==> src/rtl/ctech_lib_clk_divider_prog.sv <==
// ctech_lib_clk_divider_prog
//   Programmable integer clock divider. clkout runs high for ceil(N/2) and
//   low for floor(N/2) cycles of clk, so the period is exactly N cycles.
//   A new ratio is staged through a pending register and only takes effect
//   at a period boundary, so no high or low phase is ever truncated. The
//   only exception is reset, which aborts the current period.
//
// Ports
//   clk         source clock; all state changes on its rising edge
//   rst         synchronous active-high reset; overrides en and div_load
//   en          run enable; checked at IDLE and at the last LOW cycle
//   div_ratio   requested divide ratio N (values 0 and 1 act as 2)
//   div_load    one-cycle strobe; stages div_ratio as the pending ratio
//   clkout      divided clock, taken straight from a flop
//   clkout_rise high in the first cycle of each clkout high phase
//   ratio_upd   high in the first HIGH cycle that uses a newly loaded ratio
//   busy        high while a period is in progress (state HIGH or LOW)
module ctech_lib_clk_divider_prog #(
  parameter int DIV_W     = 4,
  parameter int DEF_RATIO = 2
) (
  input  logic             clk,
  input  logic             rst,
  input  logic             en,
  input  logic [DIV_W-1:0] div_ratio,
  input  logic             div_load,
  output logic             clkout,
  output logic             clkout_rise,
  output logic             ratio_upd,
  output logic             busy
);

  typedef enum logic [1:0] {IDLE, HIGH, LOW} state_t;

  // The active ratio is always held in clamped form (>= 2).
  localparam logic [DIV_W-1:0] DEF_R = (DEF_RATIO < 2) ? DIV_W'(2) : DIV_W'(DEF_RATIO);

  state_t           state_q, state_d;
  logic [DIV_W-1:0] cnt_q, cnt_d;
  logic [DIV_W-1:0] ratio_q, ratio_d;
  logic [DIV_W-1:0] pend_ratio_q, pend_ratio_d;
  logic             pend_q, pend_d;
  logic             clkout_d, rise_d, upd_d;

  logic [DIV_W-1:0] next_raw, next_ratio, hi_cnt, lo_cnt;
  logic             next_upd, start;

  // Ratio for a period starting now: a load in this very cycle wins over
  // an older pending value, which wins over the current active ratio.
  always_comb begin
    next_raw   = div_load ? div_ratio : (pend_q ? pend_ratio_q : ratio_q);
    next_ratio = (next_raw < DIV_W'(2)) ? DIV_W'(2) : next_raw;
    next_upd   = div_load | pend_q;
    // Counter reload values are phase length minus one:
    // ceil(N/2)-1 == floor((N-1)/2), and floor(N/2)-1.
    hi_cnt     = (next_ratio - DIV_W'(1)) >> 1;
    lo_cnt     = (ratio_q >> 1) - DIV_W'(1);
  end

  always_comb begin
    state_d      = state_q;
    cnt_d        = cnt_q;
    ratio_d      = ratio_q;
    pend_d       = pend_q;
    pend_ratio_d = pend_ratio_q;
    clkout_d     = 1'b0;
    rise_d       = 1'b0;
    upd_d        = 1'b0;
    start        = 1'b0;

    if (div_load) begin
      pend_d       = 1'b1;
      pend_ratio_d = div_ratio;
    end

    case (state_q)
      IDLE: start = en;
      HIGH: begin
        if (cnt_q == '0) begin
          state_d = LOW;
          cnt_d   = lo_cnt;
        end else begin
          cnt_d    = cnt_q - DIV_W'(1);
          clkout_d = 1'b1;
        end
      end
      LOW: begin
        if (cnt_q == '0) begin
          if (en) start = 1'b1;
          else    state_d = IDLE;
        end else begin
          cnt_d = cnt_q - DIV_W'(1);
        end
      end
      default: begin
        state_d = IDLE;
        cnt_d   = '0;
      end
    endcase

    // Period boundary: adopt the staged ratio and open a new high phase.
    if (start) begin
      state_d  = HIGH;
      cnt_d    = hi_cnt;
      ratio_d  = next_ratio;
      pend_d   = 1'b0;
      clkout_d = 1'b1;
      rise_d   = 1'b1;
      upd_d    = next_upd;
    end
  end

  always_ff @(posedge clk) begin
    if (rst) begin
      state_q      <= IDLE;
      cnt_q        <= '0;
      ratio_q      <= DEF_R;
      pend_q       <= 1'b0;
      pend_ratio_q <= '0;
      clkout       <= 1'b0;
      clkout_rise  <= 1'b0;
      ratio_upd    <= 1'b0;
    end else begin
      state_q      <= state_d;
      cnt_q        <= cnt_d;
      ratio_q      <= ratio_d;
      pend_q       <= pend_d;
      pend_ratio_q <= pend_ratio_d;
      clkout       <= clkout_d;
      clkout_rise  <= rise_d;
      ratio_upd    <= upd_d;
    end
  end

  assign busy = (state_q != IDLE);

endmodule
==> config.mk <==
export PLATFORM = sky130hd
export DESIGN_NAME = ctech_lib_clk_divider_prog
export DESIGN_NICKNAME = d
export VERILOG_FILES = /design/src/rtl/ctech_lib_clk_divider_prog.sv
export SDC_FILE = /design/constraint.sdc
export NUM_CORES = 1
export LEC_CHECK = 0
export ABC_CLOCK_PERIOD_IN_PS = 1680
export CORE_MARGIN = 5
export CORE_UTILIZATION = 49
export DETAILED_ROUTE_END_ITERATION = 8
export PLACE_DENSITY = 0.74
export SLEW_MARGIN = 40
export SYNTH_ARGS = -nofsm -noshare
export SYNTH_HDL_FRONTEND = slang
export SYNTH_SLANG_ARGS = --single-unit
==> constraint.sdc <==
create_clock -name clk -period 1.68 [get_ports clk]
set_input_delay 0.336 -clock clk [delete_from_list [all_inputs] [get_ports clk]]
set_output_delay 0.336 -clock clk [all_outputs]
set_load 0.01 [all_outputs]
==> impl_metrics.ini <==
[layout]
fillerInstances = 168
final_nets = 179
drive_above_1_share = 0.311
multi_input_area_um2 = 754
fin_util = 0.709
seqCellArea_um2 = 367
final_area_um2 = 1550
diodes = 0
area_delta_synth_final_pct = 40.3

[clocking]
cts_tree = yes
clk_path_buf_depth = 2
cts.sinks = 18
cts_made_buffers = 3
hold_buffers = 0
path_clk_slew_ps = 110
root_buffer = clkbuf_4
insertion_delay_ps = 300
htree_levels = 1

[route]
drt_pass1_iterations = 4
ant_nets = 0
wl_per_cell_um = 16.0
num_vias = 1123
drtIter0Drc = 40
drt-vias-per-instance = 5.85
drc_errors = 0
drt_wl_total_um = 3070

[floorplanning]
dieArea_um2 = 3310
die_x_um = 57.5
start_util = 0.505
rows = 17
io_pins = 12
core_area_um2 = 2190
die_y_um = 57.5

[worst_setup_path]
crit_path_max_fanout = 6
rr_worst_depth = 9
regToRegSetupSlack_ps = -40
cp.arrival_ps = 1970
crit_type = reg2reg
reg2reg_to = cnt_q[1]
end_kind = flip-flop
crit_start = pend_q
start_kind = flip-flop
regToRegStartpoint = pend_q
crit_end = cnt_q[1]
cp.required_ps = 1920

[global_route]
grt_pass1_vias = 1074
grt_pass1_wl_um = 4420
antenna_found_initial = 0
grt_use_total = 0.167
overflow = 0
grt_start_max_net_pins = 15

[run_status]
failed_checks = negative setup slack
status = finished with violations

[sta]
hold_violations = 0
relSlewSlack = 0.791
drv_slew = 0
rsz0062_at_grt = true
worst_pin_slew_ps = 312
layout_min_cycle_time_ps = 1720
fmax_mhz = 581
layout_setup_ws_ps = -42.4
setup_viol = 2
clock_skew_ps = 0.939
min_period_over_period = 1.03

[synthesis]
syn_avg_cell_area_um2 = 8.39
yosysUniqueCellTypes = 39
seq_area_frac_synth = 0.325
syn_nets = 146
synth_cells = 132
synth-seq-cells = 18
syn_area_um2 = 1110
yosysWarningCount = 0

[placed_design]
post_dp_cell_area_um2 = 1370
place_congestion = 0.888
dpl.hpwl_um = 1980
portBuffers = 11

[min_path]
hp-class = reg2reg

[power]
ir_worst_vdd_mv = 0.564
leakage_nw = 0.624
p_per_area_nw_per_um2 = 887

[job]
drv_cap = 0
[worst min-delay path by stage]
stage / slack (ps) / cells past startpoint / to / startpoint
final: 500 / 2 / pend_ratio_q[1] / pend_ratio_q[1]
after global routing: 520 / 2 / pend_ratio_q[1] / pend_ratio_q[1]
after CTS: 490 / 2 / pend_ratio_q[0] / pend_ratio_q[0]
after detailed placement: 470 / 2 / pend_ratio_q[0] / pend_ratio_q[0]
after global placement: 460 / 2 / pend_ratio_q[3] / pend_ratio_q[3]
after floorplan: 450 / 2 / pend_ratio_q[0] / pend_ratio_q[0]
[kinds of logic (layout without fill, tap and decap cells)]
kind of cell,count (synthesis),count (layout),synth area share
multiplexers,10,10,0.0915
buffers and inverters,19,51,0.0723
XOR/XNOR,2,2,0.0158
adder cells (fa/ha/maj),6,6,0.0678
AO/OA/AOI/OAI,37,37,0.228
flip-flops,18,18,0.325
AND/OR/NAND/NOR,40,40,0.199
[Yosys cell counts]
cell | n | area share
and4bb_1 | 1 | 0.011
a311oi_1 | 1 | 0.0079
a2bb2oi_1 | 1 | 0.0079
dfxtp_1 | 18 | 0.33
a22oi_1 | 1 | 0.0068
buf_2 | 4 | 0.018
nand2b_1 | 6 | 0.034
nand3_1 | 1 | 0.0045
nor4b_2 | 1 | 0.014
a211oi_1 | 1 | 0.0068
ha_1 | 6 | 0.068
o21ai_2 | 1 | 0.0079
a32oi_1 | 2 | 0.016
nor2b_1 | 1 | 0.0057
inv_1 | 10 | 0.034
a21oi_1 | 10 | 0.045
o21ai_0 | 7 | 0.032
nor3_1 | 3 | 0.014
a21oi_2 | 1 | 0.0079
buf_4 | 1 | 0.0068
o21a_1 | 1 | 0.0068
o41ai_2 | 1 | 0.015
or3_1 | 3 | 0.017
o2bb2ai_1 | 3 | 0.024
a31oi_1 | 2 | 0.011
o211ai_1 | 2 | 0.014
nor4_1 | 1 | 0.0057
or4_1 | 1 | 0.0068
or3b_1 | 1 | 0.0079
xnor2_1 | 2 | 0.016
nor3b_2 | 1 | 0.011
nor2_1 | 13 | 0.044
clkbuf_1 | 4 | 0.014
mux2i_1 | 9 | 0.081
nand2_1 | 7 | 0.024
o21ai_1 | 1 | 0.0045
o31ai_1 | 1 | 0.0068
a32o_1 | 1 | 0.0090
mux2_2 | 1 | 0.010
[metrics by stage]
stage          worst slack (ps)  hold WS (ps)  total power, W  TNS, ps  instances
4_1_cts                   -3.75           486         0.00128    -6.37        187
3_3_place_gp               -411           461        0.000979    -1010        182
2_1_floorplan             0.438           449        0.000820        0        132
6_report                  -42.4           498         0.00138    -67.4        192
3_5_place_dp               -468           470        0.000995    -1190        182
5_1_grt                    -145           517         0.00146     -757        192
[flip-flops by register name, summed over array words and instances (netlist names)]
register and flops:
clkout 1, clkout_rise 1, cnt_q 4, pend_q 1, pend_ratio_q 4, ratio_q 4, ratio_upd 1, state_q 2
[cells in the final DEF, fill, tap and decap left out, drive strengths merged, types with 3 or more instances in the layout]
master and count:
o2bb2ai 3, or3 3, buf 26, clkdlybuf4s50 9, o21ai 9, nor2 13
mux2i 9, a21oi 11, nor3 3, nand2 7, clkbuf 4, nand2b 6
dfxtp 18, ha 6, inv 10
[layout make-up]
class,count,area share
Sequential cell,18,0.236
Clock buffer,4,0.0233
Tap cell,28,0.0225
Multi-Input combinational cell,95,0.486
Timing Repair Buffer,37,0.209
Inverter,10,0.0242
[power by group]
part	total, W	internal [W]	switching, W	leakage [nW]
clock	0.000284	0.000132	0.000152	0.0210
combinational	0.000589	0.000302	0.000288	0.454
sequential	0.000506	0.000467	0.0000383	0.149
[layer usage]
| metal | vias to the layer above | share of wire | GRT usage | wire length [um] |
|---|---|---|---|---|
| li1 | 535 | - | - | - |
| met1 | 516 | 0.40 | 0.202 | 1220 |
| met2 | 62 | 0.50 | 0.285 | 1530 |
| met3 | 10 | 0.075 | 0.0317 | 229 |
| met4 | 0 | 0.028 | 0.0728 | 87 |
| met5 | - | 0 | 0 | 0 |
[worst max-delay path, stage by stage, from the launching register on]
cell       delay [ps]
dfxtp_4           440
mux2i_4           270
buf_6             120
o21a_1            150
a21oi_2            90
ha_4              180
inv_2              40
o211ai_1           70
a31oi_1           190
o2bb2ai_1         130
[repair_timing]
item,CTS,global route
setup endpoints to repair,5,9
cloned,0,0
pin swaps,3,4
buffers inserted,1,5
gates resized for setup,14,18
Power figures use the tool's default switching activity.
